## src/rtl/arb_pkg.sv

```systemverilog
// Shared definitions for the round-robin grant controller: state encoding and defaults.
package arb_pkg;

  localparam int unsigned ARB_N_DEF       = 4;
  localparam int unsigned ARB_TIMEOUT_DEF = 16;
  localparam int unsigned ST_W            = 2;

  // Controller states; encoding 3 is illegal and recovers to ST_IDLE.
  typedef enum logic [ST_W-1:0] {
    ST_IDLE = 2'd0,
    ST_OWN  = 2'd1,
    ST_GAP  = 2'd2
  } arb_state_e;

endpackage

```

## src/rtl/rr_pick.sv

```systemverilog
// Combinational rotate-priority picker: first set request at or after ptr, modulo N.
module rr_pick #(
  parameter int unsigned N   = 4,
  parameter int unsigned IDW = 2
) (
  input  logic [N-1:0]   req,
  input  logic [IDW-1:0] ptr,
  output logic [N-1:0]   pick,
  output logic [IDW-1:0] idx,
  output logic           any
);

  // Walk the requesters starting at ptr and keep the first one found.
  always_comb begin
    logic [IDW-1:0] j_idx;
    pick  = '0;
    idx   = '0;
    any   = 1'b0;
    j_idx = '0;
    for (int unsigned i = 0; i < N; i++) begin
      j_idx = IDW'((32'(ptr) + i) % N);
      if (!any && req[j_idx]) begin
        any         = 1'b1;
        pick[j_idx] = 1'b1;
        idx         = j_idx;
      end
    end
  end

endmodule

```

## src/rtl/rr_grant_ctrl.sv

```systemverilog
// Round-robin grant controller for one shared resource among N requesters.
// Optional ownership limit enabled by defining ARB_TIMEOUT_EN.
module rr_grant_ctrl
  import arb_pkg::*;
#(
  parameter int unsigned N       = ARB_N_DEF,
  parameter int unsigned IDW     = 2,
  parameter int unsigned TIMEOUT = ARB_TIMEOUT_DEF
) (
  input  logic           clk,
  input  logic           rst,
  input  logic [N-1:0]   req,
  input  logic           done,
  output logic [N-1:0]   gnt,
  output logic [IDW-1:0] gnt_id,
  output logic           busy,
  output logic           timeout
);

  // Reject parameter sets the controller is not designed for.
  if (N < 2 || N > 8 || IDW != $clog2(N) || TIMEOUT < 2 || TIMEOUT > 255) begin : g_param_err
    $error("rr_grant_ctrl: illegal parameterization");
  end

  arb_state_e     state_q, state_d;
  logic [IDW-1:0] ptr_q, ptr_d;
  logic [N-1:0]   gnt_q, gnt_d;
  logic [IDW-1:0] gnt_id_q, gnt_id_d;
  logic           busy_q, busy_d;

  logic [N-1:0]   pick_c;
  logic [IDW-1:0] pick_idx_c;
  logic           pick_any_c;
  logic           owner_rel_c;
  logic           to_fire_c;

  rr_pick #(
    .N   (N),
    .IDW (IDW)
  ) u_pick (
    .req  (req),
    .ptr  (ptr_q),
    .pick (pick_c),
    .idx  (pick_idx_c),
    .any  (pick_any_c)
  );

  // Owner-driven release: completion or abandon (both together count once).
  assign owner_rel_c = done | ~req[gnt_id_q];

`ifdef ARB_TIMEOUT_EN
  logic [7:0] cnt_q, cnt_d;
  logic       timeout_q, timeout_d;

  assign to_fire_c = (cnt_q == 8'(TIMEOUT - 1));
  assign timeout   = timeout_q;
`else
  assign to_fire_c = 1'b0;
  assign timeout   = 1'b0;
`endif

  // Next-state and next-output logic.
  always_comb begin
    state_d  = state_q;
    ptr_d    = ptr_q;
    gnt_d    = gnt_q;
    gnt_id_d = gnt_id_q;
    busy_d   = busy_q;
`ifdef ARB_TIMEOUT_EN
    cnt_d     = cnt_q;
    timeout_d = 1'b0;
`endif
    case (state_q)
      ST_IDLE: begin
        gnt_d    = '0;
        gnt_id_d = '0;
        busy_d   = 1'b0;
        if (pick_any_c) begin
          gnt_d    = pick_c;
          gnt_id_d = pick_idx_c;
          busy_d   = 1'b1;
          state_d  = ST_OWN;
`ifdef ARB_TIMEOUT_EN
          cnt_d    = 8'd0;
`endif
        end
      end
      ST_OWN: begin
        if (owner_rel_c || to_fire_c) begin
          gnt_d    = '0;
          gnt_id_d = '0;
          busy_d   = 1'b0;
          ptr_d    = (gnt_id_q == IDW'(N - 1)) ? '0 : gnt_id_q + IDW'(1);
          state_d  = ST_GAP;
`ifdef ARB_TIMEOUT_EN
          timeout_d = to_fire_c & ~owner_rel_c;
`endif
        end else begin
`ifdef ARB_TIMEOUT_EN
          cnt_d = cnt_q + 8'd1;
`endif
        end
      end
      ST_GAP: begin
        gnt_d    = '0;
        gnt_id_d = '0;
        busy_d   = 1'b0;
        state_d  = ST_IDLE;
      end
      default: begin
        gnt_d    = '0;
        gnt_id_d = '0;
        busy_d   = 1'b0;
        state_d  = ST_IDLE;
      end
    endcase
  end

  // State, pointer and output registers.
  always_ff @(posedge clk or negedge rst) begin
    if (!rst) begin
      state_q  <= ST_IDLE;
      ptr_q    <= '0;
      gnt_q    <= '0;
      gnt_id_q <= '0;
      busy_q   <= 1'b0;
    end else begin
      state_q  <= state_d;
      ptr_q    <= ptr_d;
      gnt_q    <= gnt_d;
      gnt_id_q <= gnt_id_d;
      busy_q   <= busy_d;
    end
  end

`ifdef ARB_TIMEOUT_EN
  // Ownership counter and forced-release pulse.
  always_ff @(posedge clk or negedge rst) begin
    if (!rst) begin
      cnt_q     <= 8'd0;
      timeout_q <= 1'b0;
    end else begin
      cnt_q     <= cnt_d;
      timeout_q <= timeout_d;
    end
  end
`endif

  assign gnt    = gnt_q;
  assign gnt_id = gnt_id_q;
  assign busy   = busy_q;

endmodule
```

## config.mk

```make
export PLATFORM = sky130hd
export DESIGN_NAME = rr_grant_ctrl
export DESIGN_NICKNAME = d
export VERILOG_FILES = /design/src/rtl/arb_pkg.sv /design/src/rtl/rr_pick.sv /design/src/rtl/rr_grant_ctrl.sv
export SDC_FILE = /design/constraint.sdc
export NUM_CORES = 1
export LEC_CHECK = 0
export ABC_AREA = 1
export BUFFER_PORTS_ARGS = -buffer_cell sky130_fd_sc_hd__buf_2
export CORE_ASPECT_RATIO = 0.9
export CORE_MARGIN = 3
export CORE_UTILIZATION = 30
export CTS_CLUSTER_DIAMETER = 200
export DETAILED_ROUTE_END_ITERATION = 7
export GPL_TIMING_DRIVEN = 0
export PLACE_DENSITY = 0.58
export SLEW_MARGIN = 20
export SYNTH_ARGS = -nofsm -noshare
export SYNTH_HDL_FRONTEND = slang
export SYNTH_SLANG_ARGS = --single-unit
export TNS_END_PERCENT = 100
```

## constraint.sdc

```tcl
create_clock -name clk -period 2.3 [get_ports clk]
set_input_delay 0.115 -clock clk [delete_from_list [all_inputs] [get_ports clk]]
set_output_delay 0.115 -clock clk [all_outputs]
set_load 0.05 [all_outputs]
```

==> results of run 1 <==
through the flow:
step           hold WS (ns)  cell area, um^2  total power [mW]
2_1_floorplan       -0.1806            993.5             1.437
3_3_place_gp       -0.01024             1111             1.691
3_5_place_dp      -0.003901             1111             1.718
4_1_cts              0.2752             1166             1.917
5_1_grt              0.2941             1166             2.103
6_report             0.2758             1166             1.911
critical path, cell delays in order, from the launching register on:
cell	delay, ns
dfrtp_1	0.49
inv_1	0.21
ha_1	0.41
inv_1	0.08
nand2_1	0.08
nand2_2	0.09
nor2_8	0.12
buf_6	0.14
nand3_1	0.07
nand2_1	0.08
nand2_1	0.05
nand2_1	0.07
nand2_1	0.05
worst max path at each step:
stage | end | cells after the start | from
global route | gnt_id[1] | 12 | ptr_q[1]
finish | gnt_id[1] | 12 | ptr_q[1]
CTS | gnt_id[1] | 12 | ptr_q[1]
detailed placement | gnt_id[1] | 12 | ptr_q[1]
floorplan | gnt_id[1] | 12 | ptr_q[1]
global placement | state_q[0] | 10 | ptr_q[1]
cell families (layout without fill, tap and decap cells):
group / after synthesis / count (layout) / synth area share
compound gates: 15 / 15 / 0.09698
fa+ha+maj: 8 / 8 / 0.1008
buf+inv: 16 / 34 / 0.08439
flops: 11 / 11 / 0.2771
other cells: 1 / 1 / 0.003775
simple gates: 86 / 86 / 0.4370
metal layers:
metal,wire (um),global-route usage,share of wire,up-vias
li1,-,-,-,482
met1,1043,0.1593,0.48,421
met2,1063,0.2034,0.49,15
met3,43,0.01296,0.020,3
met4,29,0.04928,0.013,0
met5,0,0,0,-
final cells by class:
class,instances,area [um^2]
Sequential cell,11,275.3
Inverter,13,53.80
Fill cell,323,1948
Clock buffer,4,45.04
Buffer,3,30.03
Tap cell,42,52.55
Multi-Input combinational cell,110,634.4
Timing Repair Buffer,14,75.07
power groups by stage:
stage	clock [mW]	sequential [mW]	combinational (mW)
6_report	0.189	0.353	1.37
2_1_floorplan	0	0.485	0.953
5_1_grt	0.207	0.366	1.53
3_5_place_dp	0	0.355	1.36
4_1_cts	0.195	0.353	1.37
3_3_place_gp	0	0.351	1.34
placed cells by master, fill, tap and decap left out, types with 3 or more instances in the layout:
master,instances
nand2_2,6
clkbuf_8,3
a21oi_1,5
inv_1,10
nand3_1,15
dfrtp_1,11
nand2_4,4
a21boi_0,4
nor2_1,5
nand4_1,4
nand2_1,47
buf_2,13
ha_1,8
repair_timing:
item | in CTS | in global routing
setup endpoints to repair | 0 | 0
resized for setup | 0 | 0
hold buffers | 1 | 0
hold endpoints to repair | 11 | 0
flip-flops by register name, summed over array words and instances (netlist names):
signal and flops:
busy 1, state_q 2, gnt_id 2, ptr_q 2, gnt 4
==> results.sh, run 1 <==
export IMPL_net_switching_component_of_the_power_mw=1.076
export IMPL_numPlacedInstances=192
export IMPL_crit_required_ns=2.43
export IMPL_vias=921
export IMPL_peakVddDrop_v=0.0007514
export IMPL_synth_area_leaders="dfrtp_1, nand2_1, ha_1"
export IMPL_clk_pin_slew_worst_setup_hold_paths_ns=0.05
export IMPL_io_buffer_count=13
export IMPL_clock_latency_ns=0.23
export IMPL_die_area_mm2=0.004039
export IMPL_drt_pre_antenna_iters=4
export IMPL_first_global_vias=898
export IMPL_relative_area_change_from_synthesis_to_final_layout_pct=17.38
export IMPL_netlist_top_cells_count="nand2_1, nand3_1, dfrtp_1"
export IMPL_die_x_um=66.66
export IMPL_pin_count=15
export IMPL_maximum_clock_path_buffer_count=2
export IMPL_starting_density_of_the_core=0.3190
export IMPL_detailedRoute_firstIterationViolations=20
export IMPL_final_cells=197
export IMPL_p_comb_frac=0.717
export IMPL_globalRouteOverflowTotal=0
export IMPL_ys_warnings_count=0
export IMPL_period_needed_ns=2.064
export IMPL_postLayoutSetupSlackWorst_ns=0.2361
export IMPL_cts_buffers=3
export IMPL_place_worst_setup_slack_ns=0.2277
export IMPL_h_tree_depth=1
export IMPL_grt_setup_unrepaired="no"
export IMPL_r2r_worst_path_cells=12
export IMPL_post_route_cells_drive_above_1_share=0.2387
export IMPL_run_status="finished clean"
export IMPL_track_usage=0.1208
export IMPL_crit_fanout=10
export IMPL_report_final_slew_viol_count=0
export IMPL_worst_ep_arrival_time_ns=2.19
export IMPL_synthesis_nets=152
export IMPL_timing_fmax_mhz=484.5
export IMPL_final_core_util=0.3744
export IMPL_ant_nets=0
export IMPL_grt_antenna_before_repair=0
export IMPL_max_cap_check_violation_count=0
export IMPL_synth_area_per_cell_um2=7.251
export IMPL_timing_worst_setup_path_type="register to register"
export IMPL_clock_sinks=11
export IMPL_detail_route_vias_per_cell=4.675
export IMPL_worst_setup_path_end_kind="register"
export IMPL_vert_die_dim_um=60.59
export IMPL_maximum_number_of_pins_on_one_net_before_global_route_repair=12
export IMPL_worst_clock_skew_ns=0.002691
export IMPL_cts_tree="yes"
export IMPL_setup_violations_final=0
export IMPL_register_bit_total_from_synthesis=11
export IMPL_post_synth_top_flop="dfrtp_1"
export IMPL_n_antenna_cell=0
export IMPL_synth_most_common_cell="nand2_1"
export IMPL_hpwlAfterDp_um=1782
export IMPL_detail_route_wl_per_cell_um=11.06
export IMPL_power_density_mw_per_mm2=1639
export IMPL_endpoint_of_the_most_critical_register_to_register_path="gnt_id[1]"
export IMPL_static_leakage_power_nw=0.6442
export IMPL_synth_edf_count=0
export IMPL_cp_start_kind="register"
export IMPL_yosysTopAreaCellShare=0.2771
export IMPL_worstHoldPathType="input pin to async pin"
export IMPL_clock_power_share=0.099
export IMPL_clock_root_buffer="clkbuf_8"
export IMPL_p_sw_frac=0.5631
export IMPL_routed_wl_um=2179
export IMPL_power_report_internal_total_mw=0.8349
export IMPL_post_cts_setup_buffers=0
export IMPL_netlist_cell_type_count=25
export IMPL_synth_cell_area_um2=993.5
export IMPL_post_synth_top_area_cell="dfrtp_1"
export IMPL_nets=171
export IMPL_p_seq_frac=0.185
export IMPL_core_rows=19
export IMPL_routability_driven_placement_congestion_ratio=0.7618
export IMPL_regToRegStartpoint="ptr_q[1]"
export IMPL_hold_viol_final=0
export IMPL_grt_first_pass_wirelength_um=3829
export IMPL_ys_async_sr_fraction=1.000
export IMPL_synth_seq_area_share=0.2771
export IMPL_design_core_area_mm2=0.003114
export IMPL_fin_crit_sh=0.8974
export IMPL_reg2reg_setup_slack_ns=0.24
export IMPL_syn_instance_count=137
export IMPL_drt_drc_violations_left=0
export IMPL_fin_tns_setup_ns=0
(Power assumes the default switching activity.)
==> run 2: changes to the inputs <==
--- a/config.mk
+++ b/config.mk
@@ -8,12 +8,12 @@
 export ABC_AREA = 1
 export BUFFER_PORTS_ARGS = -buffer_cell sky130_fd_sc_hd__buf_2
 export CORE_ASPECT_RATIO = 0.9
-export CORE_MARGIN = 3
 export CORE_UTILIZATION = 30
 export CTS_CLUSTER_DIAMETER = 200
 export DETAILED_ROUTE_END_ITERATION = 7
 export GPL_TIMING_DRIVEN = 0
 export PLACE_DENSITY = 0.58
+export SKIP_CTS_REPAIR_TIMING = 1
 export SLEW_MARGIN = 20
 export SYNTH_ARGS = -nofsm -noshare
 export SYNTH_HDL_FRONTEND = slang
==> constraint.sdc (replaced) <==
create_clock -name clk -period 2.6 [get_ports clk]
set_input_delay 0.13 -clock clk [delete_from_list [all_inputs] [get_ports clk]]
set_output_delay 0.13 -clock clk [all_outputs]
set_load 0.05 [all_outputs]
==> run 2 against run 1 <==
Effect of this change:
- utilization unchanged
- flip-flop and latch count unchanged
- register-to-register slack better by 0.31 ns
- global-route usage up 1.8 points
- final area unchanged
- via count unchanged
- combinational power down 12%
- cell count unchanged
- critical path type unchanged
- largest power group unchanged
==> results.sh, run 2 (same netlist as run 1, synthesis figures left out) <==
export IMPL_setup_violations_final=0
export IMPL_mostFrequentLayoutCells="nand2_1, nand3_1, buf_2"
export IMPL_whs_ns=0.2790
export IMPL_report_final_slew_viol_count=0
export IMPL_drt_drc_violations_left=0
export IMPL_cell_type_group_with_the_largest_total_delay_on_the_critical_path="simple AND/OR/NAND/NOR gates"
export IMPL_clock_root_buffer="clkbuf_8"
export IMPL_post_route_cells_drive_above_1_share=0.2387
export IMPL_net_switching_component_of_the_power_mw=0.9542
export IMPL_p_comb_frac=0.716
export IMPL_nets=171
export IMPL_final_cells=197
export IMPL_cts_tree="yes"
export IMPL_static_leakage_power_nw=0.6442
export IMPL_relative_area_change_from_synthesis_to_final_layout_pct=17.38
export IMPL_die_area_mm2=0.003546
export IMPL_routed_wl_um=2178
export IMPL_final_common_cell="nand2_1"
export IMPL_power_density_mw_per_mm2=1453
export IMPL_hold_viol_final=0
export IMPL_io_buffer_count=13
export IMPL_hpwlAfterDp_um=1758
export IMPL_globalRouteOverflowTotal=0
export IMPL_clock_power_share=0.100
export IMPL_routability_driven_placement_congestion_ratio=0.8102
export IMPL_dpl_instance_area_mm2=0.001111
export IMPL_power_report_internal_total_mw=0.7400
export IMPL_track_usage=0.1388
export IMPL_worst_ep_arrival_time_ns=2.18
export IMPL_grt_setup_unrepaired="no"
export IMPL_maximum_cell_stage_delay_along_the_critical_path_ns=0.50
export IMPL_timing_critical_path_cells="inv_1 > ha_1 > inv_1 > nand2_1 > nand2_2 > nor2_8 > buf_6 > nand3_1 > nand2_1 > nand2_1 > nand2_1 > nand2_1"
export IMPL_core_rows=19
export IMPL_p_sw_frac=0.5632
export IMPL_period_needed_ns=2.054
export IMPL_first_global_vias=916
export IMPL_place_worst_setup_slack_ns=0.5405
export IMPL_critical_path_depth=12
export IMPL_grt_first_pass_wirelength_um=3946
export IMPL_fin_tns_setup_ns=0
export IMPL_crit_required_ns=2.73
export IMPL_worst_setup_path_end_kind="register"
export IMPL_drt_pre_antenna_iters=4
export IMPL_starting_density_of_the_core=0.3190
export IMPL_r2r_worst_path_cells=12
export IMPL_cts_buffers=3
export IMPL_final_core_util=0.3744
export IMPL_vert_die_dim_um=56.59
export IMPL_cp_start_kind="register"
export IMPL_timing_critical_path_from="ptr_q[1]"
export IMPL_maximum_number_of_pins_on_one_net_before_global_route_repair=12
export IMPL_max_cap_check_violation_count=0
export IMPL_design_core_area_mm2=0.003114
export IMPL_endpoint_of_the_most_critical_register_to_register_path="gnt_id[1]"
export IMPL_timing_worst_setup_path_type="register to register"
export IMPL_timing_fmax_mhz=486.8
export IMPL_cp_num_buf_inv=3
export IMPL_flip_flop_count_of_the_largest_register_after_layout=4
export IMPL_clock_latency_ns=0.24
export IMPL_maximum_clock_path_buffer_count=2
export IMPL_peakVddDrop_v=0.0005628
export IMPL_post_layout_total_power_mw=1.694
export IMPL_ant_nets=0
export IMPL_worstHoldPathType="input pin to async pin"
export IMPL_numPlacedInstances=192
export IMPL_detailedRoute_firstIterationViolations=37
export IMPL_final_cell_area_mm2=0.001166
export IMPL_postLayoutSetupSlackWorst_ns=0.5457
export IMPL_worst_clock_skew_ns=0.006196
export IMPL_clk_pin_slew_worst_setup_hold_paths_ns=0.05
export IMPL_regToRegStartpoint="ptr_q[1]"
export IMPL_h_tree_depth=1
export IMPL_p_seq_frac=0.185
export IMPL_critical_path_slowest_cell="dfrtp_1"
export IMPL_detail_route_vias_per_cell=4.675
export IMPL_grt_antenna_before_repair=0
export IMPL_vias=921
export IMPL_pin_count=15
export IMPL_critical_path_top_cell_by_count="nand2_1"
export IMPL_clock_sinks=11
export IMPL_die_x_um=62.66
export IMPL_crit_fanout=10
export IMPL_run_status="finished clean"
export IMPL_n_antenna_cell=0
export IMPL_reg2reg_setup_slack_ns=0.55
export IMPL_fin_crit_sh=0.7901
export IMPL_detail_route_wl_per_cell_um=11.06
## run 2: cell counts in the layout (fill, tap and decap cells not counted)
Identical to the previous run, type by type.
## run 2: area by class of cell
| cell class | instances | area (um^2) |
|---|---|---|
| repair buffers | 14 | 75.07 |
| well taps | 42 | 52.55 |
| multi-input cells | 110 | 634.4 |
| flip-flops and latches | 11 | 275.3 |
| fillers | 336 | 1948 |
| clock buffers | 4 | 45.04 |
| inverters | 13 | 53.80 |
| plain buffers | 3 | 30.03 |
## run 2: per-layer routing
metal | vias to the layer above | global-route usage | wire, um
met5 | - | 0 | 0
met2 | 31 | 0.2345 | 1044
met4 | 0 | 0.07309 | 47
met1 | 404 | 0.1742 | 1024
met3 | 4 | 0.01423 | 62
li1 | 482 | - | -
## run 2: how the worst max path moves through the flow
stage	endpoint	slack, ns
finish	gnt_id[1]	0.55
detailed placement	gnt_id[1]	0.54
global route	gnt_id[1]	0.35
floorplan	gnt_id[1]	0.82
global placement	state_q[0]	0.57
CTS	gnt_id[1]	0.52
## run 2: power groups by stage
stage	combinational (mW)	clock, mW	sequential [mW]
after floorplan	0.843	0	0.429
after global placement	1.19	0	0.311
after detailed placement	1.20	0	0.317
after CTS	1.21	0.174	0.313
after global routing	1.36	0.180	0.324
final	1.21	0.169	0.313
